### src/rtl/shared_ram_arbiter.sv
// rtl/shared_ram_arbiter.sv - round-robin M68K/Z80 arbiter for a single-port synchronous-read shared RAM
module shared_ram_arbiter #(
    parameter int ADDR_W = 11
) (
    input  logic              clk,
    input  logic              reset,
    input  logic              m68k_req,
    input  logic              m68k_rw,
    input  logic [ADDR_W-1:0] m68k_addr,
    input  logic [7:0]        m68k_din,
    output logic [7:0]        m68k_dout,
    output logic              m68k_dtack_n,
    input  logic              z80_req,
    input  logic              z80_wr,
    input  logic [ADDR_W-1:0] z80_addr,
    input  logic [7:0]        z80_din,
    output logic [7:0]        z80_dout,
    output logic              z80_wait_n,
    output logic [ADDR_W-1:0] ram_addr,
    output logic              ram_we,
    output logic [7:0]        ram_wdata,
    input  logic [7:0]        ram_rdata
);
    typedef enum logic [2:0] {IDLE, M_ACC, M_DATA, Z_ACC, Z_DATA} state_t;

    state_t state, state_nxt;
    logic   last_grant_z;
    logic   m_serviced, z_serviced;
    logic   acc_read, acc_read_nxt;
    logic   m_pending, z_pending;

    assign m_pending  = m68k_req && !m_serviced;
    assign z_pending  = z80_req && !z_serviced;
    assign z80_wait_n = !z_pending;

    // RAM port is only driven in the ACC states; the direction is captured there for DATA
    always_comb begin
        state_nxt    = state;
        acc_read_nxt = acc_read;
        ram_addr     = '0;
        ram_we       = 1'b0;
        ram_wdata    = '0;
        case (state)
            IDLE: begin
                if (m_pending && (!z_pending || last_grant_z))
                    state_nxt = M_ACC;
                else if (z_pending)
                    state_nxt = Z_ACC;
            end
            M_ACC: begin
                ram_addr     = m68k_addr;
                ram_wdata    = m68k_din;
                ram_we       = !m68k_rw;
                acc_read_nxt = m68k_rw;
                state_nxt    = M_DATA;
            end
            Z_ACC: begin
                ram_addr     = z80_addr;
                ram_wdata    = z80_din;
                ram_we       = z80_wr;
                acc_read_nxt = !z80_wr;
                state_nxt    = Z_DATA;
            end
            M_DATA:  state_nxt = IDLE;
            Z_DATA:  state_nxt = IDLE;
            default: state_nxt = IDLE;
        endcase
    end

    always_ff @(posedge clk or posedge reset) begin
        if (reset) begin
            state        <= IDLE;
            last_grant_z <= 1'b1;
            m_serviced   <= 1'b0;
            z_serviced   <= 1'b0;
            acc_read     <= 1'b0;
            m68k_dout    <= '0;
            z80_dout     <= '0;
            m68k_dtack_n <= 1'b1;
        end else begin
            state    <= state_nxt;
            acc_read <= acc_read_nxt;

            if (state == M_DATA) begin
                m_serviced   <= 1'b1;
                last_grant_z <= 1'b0;
                if (acc_read)
                    m68k_dout <= ram_rdata;
            end else if (!m68k_req) begin
                m_serviced <= 1'b0;
            end

            if (state == Z_DATA) begin
                z_serviced   <= 1'b1;
                last_grant_z <= 1'b1;
                if (acc_read)
                    z80_dout <= ram_rdata;
            end else if (!z80_req) begin
                z_serviced <= 1'b0;
            end

            // acknowledge follows the serviced flag as it will be after this edge
            m68k_dtack_n <= !(m68k_req && (m_serviced || state == M_DATA));
        end
    end
endmodule
### config.mk
export PLATFORM = sky130hd
export DESIGN_NAME = shared_ram_arbiter
export DESIGN_NICKNAME = d
export VERILOG_FILES = /design/src/rtl/shared_ram_arbiter.sv
export SDC_FILE = /design/constraint.sdc
export NUM_CORES = 1
export LEC_CHECK = 0
export BUFFER_PORTS_ARGS = -buffer_cell sky130_fd_sc_hd__buf_2
export CAP_MARGIN = 30
export CORE_ASPECT_RATIO = 1.4
export CORE_UTILIZATION = 43
export DETAILED_ROUTE_END_ITERATION = 16
export PLACE_DENSITY = 0.94
export SYNTH_ARGS = -nofsm -noshare
export SYNTH_HDL_FRONTEND = slang
export SYNTH_SLANG_ARGS = --single-unit
export TNS_END_PERCENT = 5
### constraint.sdc
create_clock -name clk -period 2.55 [get_ports clk]
set_clock_uncertainty 0.05 [all_clocks]
set_input_delay 0.1275 -clock clk [delete_from_list [all_inputs] [get_ports clk]]
set_output_delay 0.1275 -clock clk [all_outputs]
set_load 0.02 [all_outputs]
# ---- Yosys cells after proc, flatten, opt, wreduce, memory -nomap -nowiden
# Index checks and enable logic that the tools add are counted.
dict set report word_totals {
  in_bits 52
  output_inout_bits 38
  elab_cells 45
  register_bits 24
}
dict set report classes {
  n_reduce_logical 17
  mux 13
  eq_ne 7
}
# op n
set ops {}
lappend ops {{11-bit one-hot mux with 2 select lines} 1}
lappend ops {{8-bit one-hot mux with 2 select lines} 1}
lappend ops {{3-bit one-hot mux with 3 select lines} 1}
lappend ops {{3-bit by 2-bit equality test with 1-bit output (second input constant)} 2}
lappend ops {{1-bit logical NOT} 6}
lappend ops {{1-bit two-way mux} 6}
lappend ops {{3-bit two-way mux} 2}
lappend ops {{1-bit logical AND} 4}
lappend ops {{2-bit by 1-bit != test with 1-bit output (second input constant)} 2}
lappend ops {{1-bit one-hot mux with 2 select lines} 2}
lappend ops {{2-bit AND reduction} 2}
lappend ops {{2-bit nonzero test} 2}
lappend ops {{3-bit by 1-bit equality test with 1-bit output (second input constant)} 1}
lappend ops {{3-bit equality test (second input constant)} 1}
lappend ops {{3-bit logical NOT} 1}
lappend ops {{3-bit != test (second input constant)} 1}
lappend ops {{1-bit logical OR} 2}

# ---- Logic depth before layout (Yosys ltp)
# Gate-level depths: netlist (run 1).
dict set report logic_depth {
  depth_word 7
  ltp_mapped 5
  depth_no_buf 3
}

# ---- Least setup slack after synthesis (run 1)
# No wires, ideal clock.
dict set report synth_path {
  path_kind {reg2out}
  from {register state[2]}
  to {output port ram_we}
  required_ns 2.372
  path_slack_ns 1.035
  n_path_buf 2
  arrival_ns 1.338
  path_stages_with_launch 6
  path_cell_list {dfrtp_1 > buf_4 > nor3b_2 > buf_4 > inv_2 > o21ai_0}
}
dict set report synth_between {
  elab_chain_cells 2
  elab_cells_between_ends 3
  cone_classes {2 x eq/ne; 1 x mux}
}
# item line
set synth_rtl {}
lappend synth_rtl {{start, declared} 26} ;# state_t state, state_nxt;
lappend synth_rtl {{start signal, assigned} 81} ;# state <= state_nxt;
lappend synth_rtl {{3-bit by 2-bit equality test with 1-bit output / 3-bit by 1-bit equality test with 1-bit output (equally long branches)} 43} ;# case (state)
lappend synth_rtl {{1-bit one-hot mux with 2 select lines *} 43}
lappend synth_rtl {{end, declared} 20} ;# output logic ram_we,
# Mark *: on every way between the ends. The rest lies on a longest branch, timed or not.

# ---- Worst setup path after layout (run 1)
# Same ends and word-level chain as after synthesis.

==> impl_results.md, run 1 <==
* Unrepaired setup endpoints after global routing: no
* Worst-skew pair later-pin latency at 310 ps
* CP Max Fanout at 21
* Leakage at 0.9780 nW
* Die X-Extent at 47.04 µm
* Util after Layout at roughly two thirds
* CTS tree: built
* Cts hold-fix bufs at 6
* Htree depth at 1
* Critical Path Source Type: register
* Slowest cell on crit path: and3b_2
* Wire length per cell at 13.00 µm
* Post-CTS Setup Inserts at 0
* Largest net degree at the start of global routing at 25
* Final Hold Fails at 0
* Final setup fails at 0
* Die Ht at 65.06 µm
* Num rows at 22
* Cells after DPL at 210
* Initial antenna violation count at 0
* Crit Reg-Reg Endpoint: z80_dout[0]
* Final #Nets at 240
* Syn avg cell area at 13.42 µm²
* Max_slew headroom at a little over two fifths
* Max Slew Vio Count at 0
* Post-route ant nets at 0
* CORE AREA at 0.002670 mm²
* Fin Setup TNS at 0 ps
* Pwr per Cell Area at 1149 mW/mm²
* Unique masters post-synth at 23
* CP Class: register to output pin
* Reg2reg path depth at 3
* Global-route wire length before repair at 4.319 mm
* CP required at about 2400 ps
* Root Buffer: clkbuf_4
* Max-cap check violation count at 0
* Average vias per placed instance at 5.036
* Worst r2r src: state[1]
* # DRC at 0
* Crit path cell chain: and3b_2, nand2_1, o21ai_0, buf_2
* Syn nets at 143
* Status: finished clean
* Starting Density at roughly 46%
* Largest stage delay on the critical path at 500 ps
* IO Count at 90
* Fin crit period at ~1900 ps
* Vias in the first global route at 1,084
* Fillers at 210
* Synth Warn # at 0
* Post-layout instance area at around 0.0018 mm²
* Buf/Inv on CP at 1
* Final wirelength at ~2.9 mm
* Hold_sp: ram_rdata[3]
* Hold Path Stages at 2
* CP top delay family: simple AND/OR/NAND/NOR gates
* Hold crit path type: input pin to register
* Resized Gates After CTS at 0
* FF-to-FF setup slack at 920 ps
* Post-synthesis cell count at 91
* Clk sink count at 24
* Flops & latches, synth at 24
* Dpl cell area at around 0.0017 mm²
* Diode count at 0
* Vias at between 1,000 and 1,500
* Achievable frequency at ~530 MHz
* Area delta synth->final at 46.00%
* Register area share after synthesis at 49.39%
* Die area at 0.003060 mm²
* Fin cells at 223
* Port Buffer Count at 89
* Synthesized area at 0.001221 mm²
* Least-Margin Pin Slew at between 800 and 900 ps
* DRT Pass-1 Iters at 2
* Maximum VDD drop at 0.0007524 V
* CP Data Arrival Time at 1710 ps
* CP endpoint kind: output pin
* Sink of the worst hold path: m68k_dout[3]
* Period utilisation layout at 74.11%
* Placer Congestion at between 0.7 and 0.8
* Global Route Usage Sum at 18.95%
* Clock Path Buffers at 2
* GRT overflow at 0
* DP Wirelength at ~2.3 mm
* DRT iter0 DRCs at 1
* Layout cell share with drive strength beyond 1 at between 60 and 70%
* Clock transition at path regs at approximately 120 ps
* Total CTS buffers at 3
## flip-flops by register name, summed over array words and instances (netlist names)
register	count
z_serviced	1
m68k_dtack_n	1
last_grant_z	1
m68k_dout	8
m_serviced	1
acc_read	1
z80_dout	8
state	3
## placed cells by master, fill, tap and decap left out
master,instances
nor3b_2,1
nand2_1,1
nor2_1,3
dfstp_2,2
clkbuf_4,3
o21ai_0,4
inv_2,1
a21oi_1,1
a22o_2,1
a22o_1,19
buf_4,1
and3_1,2
nor3b_1,1
and2_1,1
clkbuf_1,1
inv_1,2
a2111oi_0,2
and3b_2,1
nand2b_1,2
mux2_4,16
dlygate4sd3_1,9
o221a_2,1
dfrtp_1,22
buf_2,89
a21o_1,1
## layer usage
layer  vias to the layer above  wire, µm  track usage [%]
li1                        533         -                -
met1                       513      1200            20.49
met2                        75      1467            36.11
met3                         2       209            1.114
met4                         0        22            6.429
met5                         -         0                0
## power by group
| part | internal, mW | total [mW] | switching [mW] |
|---|---|---|---|
| logic | 0.560 | 1.18 | 0.622 |
| registers | 0.570 | 0.699 | 0.129 |
| clock network | 0.0612 | 0.167 | 0.106 |
| total | 1.19 | 2.05 | 0.857 |
## stage by stage
step | hold slack [ps] | total power, mW | worst slack (ps)
floorplan | 90.64 | 1.556 | 1035
global placement | 275.9 | 1.849 | 992.7
detailed placement | 270.8 | 1.881 | 934.1
CTS | 0.1327 | 2.057 | 642.3
global route | 1.275 | 2.184 | 512.6
finish | 16.81 | 2.048 | 660.3
## logic make-up (layout without fill, tap and decap cells)
group,after synthesis,count (layout),share of synthesized area (%)
DFF,24,24,49.39
and+or+nand+nor,12,12,6.250
muxes,16,16,19.67
AOI/OAI and AO/OA,29,29,19.47
buffers and inverters,10,106,5.224
## layout make-up
| class | instances | area [µm²] | share of cell area, % |
|---|---|---|---|
| flip-flops and latches | 24 | 603.1 | 33.82 |
| multi-input cells | 57 | 554.3 | 31.09 |
| repair buffers | 99 | 543.0 | 30.46 |
| clock buffers | 4 | 26.28 | 1.474 |
| inverters | 3 | 11.26 | 0.6316 |
| well taps | 36 | 45.04 | 2.526 |
## worst max-delay path by stage
stage	startpoint	endpoint	slack [ps]	cells after the start
floorplan	state[2]	ram_we	1030	5
finish	state[2]	ram_we	660	4
global route	state[2]	ram_we	510	4
CTS	state[2]	ram_we	640	4
detailed placement	state[1]	z80_dout[5]	930	3
global placement	state[2]	m68k_dout[2]	990	3
## synthesized netlist by cell type, drive strengths merged
cell / count / area share (%)
nand2b: 2 / 1.0
nor3b: 2 / 1.6
and3b: 1 / 0.82
o21ai: 4 / 1.6
nor2: 3 / 0.92
inv: 3 / 0.92
and3: 2 / 1.0
a2111oi: 2 / 1.4
mux2: 16 / 20
dfrtp: 22 / 45
nand2: 1 / 0.31
a22o: 20 / 14
a21oi: 1 / 0.41
o221a: 1 / 0.92
a21o: 1 / 0.61
buf: 7 / 4.3
dfstp: 2 / 4.3
and2: 1 / 0.51
(Power assumes the default switching activity.)
==> run 2: changes to the inputs <==
--- a/config.mk
+++ b/config.mk
@@ -8,9 +8,9 @@
 export BUFFER_PORTS_ARGS = -buffer_cell sky130_fd_sc_hd__buf_2
 export CAP_MARGIN = 30
 export CORE_ASPECT_RATIO = 1.4
-export CORE_UTILIZATION = 43
+export CORE_UTILIZATION = 40
 export DETAILED_ROUTE_END_ITERATION = 16
-export PLACE_DENSITY = 0.94
+export PLACE_DENSITY = 0.89
 export SYNTH_ARGS = -nofsm -noshare
 export SYNTH_HDL_FRONTEND = slang
 export SYNTH_SLANG_ARGS = --single-unit
==> constraint.sdc (replaced) <==
create_clock -name clk -period 1.8 [get_ports clk]
set_clock_uncertainty 0.05 [all_clocks]
set_input_delay 0.09 -clock clk [delete_from_list [all_inputs] [get_ports clk]]
set_output_delay 0.09 -clock clk [all_outputs]
set_load 0.02 [all_outputs]
==> run 2 against run 1 <==
  * Count of clock-buffer cells in the layout unchanged
  * Sequential share of layout area increased by 0.21 points
  * Hold slack got worse by 1.2 ps
  * Clock power increased by 86%
  * Register-to-register slack got worse by 620 ps
  * Global-route usage decreased by 0.75 points
  * Combinational power increased by 45%
  * Via count increased by 1.2%
  * Die area increased by 7.2%
  * Design area decreased by 0.63%
  * First-iteration DRC count increased to 18 times the previous value
  * Sequential cell count unchanged
  * Critical endpoint unchanged
==> impl_results.md, run 2 (synthesis gave the netlist of run 1 again) <==
* CP Data Arrival Time at between 1500 and 2000 ps
* Root Buffer: clkbuf_8
* WHS at ~16 ps
* Pwr per Cell Area at between 1500 and 2000 mW/mm²
* CTS tree: built
* Clock power frac at 10.3%
* Fillers at ~250
* Critical Path Source Type: register
* Worst-skew pair later-pin latency at approximately 260 ps
* GRT overflow at 0
* Die Ht at 67.38 µm
* CP required at 1660 ps
* Achievable frequency at between 600 and 700 MHz
* Port Buffer Count at 89
* Final Hold Fails at 0
* Largest regs: m68k_dout (8), z80_dout (8), state (3)
* Die area at between 0.003 and 0.004 mm²
* Leakage at 0.9768 nW
* Average vias per placed instance at 5.140
* Layout cell share with drive strength beyond 1 at 65.22%
* Global-route wire length before repair at 4.540 mm
* Global Route Usage Sum at 18.20%
* Hold crit path type: input pin to register
* Post-route ant nets at 0
* Starting Density at a little over two fifths
* Vias in the first global route at 1,099
* Max_slew headroom at 77.62%
* Combinational share of power at between 50% and 60%
* Fin Setup TNS at 0 ps
* Clock transition at path regs at 80 ps
* CP Class: register to output pin
* Maximum VDD drop at 0.0009341 V
* Largest net degree at the start of global routing at 25
* Commonest non-fill, non-tap cell in the layout: buf_2
* Wire length per cell at 13.14 µm
* Least-Margin Pin Slew at 327.3 ps
* Final #Nets at 237
* DRT Pass-1 Iters at 4
* CP endpoint kind: output pin
* IO Count at 90
* DP Wirelength at around 2.3 mm
* Fin crit period at 1664 ps
* P_sw at 1.234 mW
* Final wirelength at 2.904 mm
* CORE AREA at between 0.002 and 0.003 mm²
* Die X-Extent at ~49 µm
* Clk sink count at 24
* Util after Layout at 61.57%
* CP Max Fanout at 20
* Htree depth at 1
* Area delta synth->final at 45.08%
* DRT iter0 DRCs at 18
* Clock Path Buffers at 2
* # DRC at 0
* Sequential cell area at just over 600 µm²
* Total CTS buffers at 3
* Internal power at around 1.8 mW
* Multi-input gate area at around 570 µm²
* Max Slew Vio Count at 0
* Flop pwr share at 32.9%
* Unrepaired setup endpoints after global routing: no
* Diode count at 0
* Num rows at 23
* Vias at 1,136
* Initial antenna violation count at 0
* Status: finished clean
* Period utilisation layout at between 90% and 100%
* Max-cap check violation count at 0
* Switching part of the total power at 40.89%
* Placer Congestion at 0.7564
* Commonest non-fill, non-tap cells in the layout: buf_2, dfrtp_1, a22o_1
* Final setup fails at 0
[run 2: layout make-up]
type                    count  area share, %
flip-flops and latches     24          34.04
multi-input cells          58          31.99
repair buffers             95          28.18
well taps                  37          2.613
clock buffers               4          2.542
inverters                   3         0.6356
[run 2: final timing paths]
kind                       startpoint            to  slack (ps)  cells past startpoint
min in group asynchronous       reset  m68k_dout[2]         350                      4
max reg2reg                  state[1]   z80_dout[5]         300                      4
min reg2reg                m_serviced  m68k_dtack_n         400                      1
max                          state[1]        ram_we         140                      5
min                           z80_req    z_serviced          20                      2
max in group asynchronous       reset  m68k_dtack_n        1070                      4
[run 2: stage by stage]
| stage | instances | area [µm²] | worst slack (ps) | total power [mW] |
|---|---|---|---|---|
| after floorplan | 91 | 1221 | 322.2 | 2.204 |
| after global placement | 214 | 1690 | 349.6 | 2.638 |
| after detailed placement | 214 | 1690 | 332.1 | 2.691 |
| after CTS | 220 | 1755 | 30.54 | 3.018 |
| after global routing | 221 | 1772 | 18.50 | 3.218 |
| final | 221 | 1772 | 136.2 | 3.017 |
[run 2: timing repair]
item | CTS | global route
hold buffers | 2 | 0
resized for setup | 0 | 3
endpoints found under the hold margin | 24 | 0
setup buffers | 0 | 0
setup endpoints to repair | 0 | 20
[run 2: critical path: stages, from the launching register on]
cell and delay, ps:
dfrtp_1 480, nor3b_2 230, buf_6 200, inv_2 50, o21ai_0 120, buf_2 180
[run 2: layer usage]
metal	track usage [%]	wire, µm	vias to the layer above	share of wire (%)
li1	-	-	527	-
met1	20.06	1142	529	39
met2	35.42	1471	77	51
met3	3.153	262	3	9.0
met4	5.515	28	0	0.96
met5	0	0	-	0
[run 2: power groups by stage]
| stage | Combinational, mW | Clock [mW] | Sequential, mW |
|---|---|---|---|
| after floorplan | 1.02 | 0 | 1.19 |
| after global placement | 1.66 | 0 | 0.980 |
| after detailed placement | 1.69 | 0 | 0.999 |
| after CTS | 1.70 | 0.325 | 0.988 |
| after global routing | 1.84 | 0.352 | 1.03 |
| final | 1.71 | 0.311 | 0.993 |
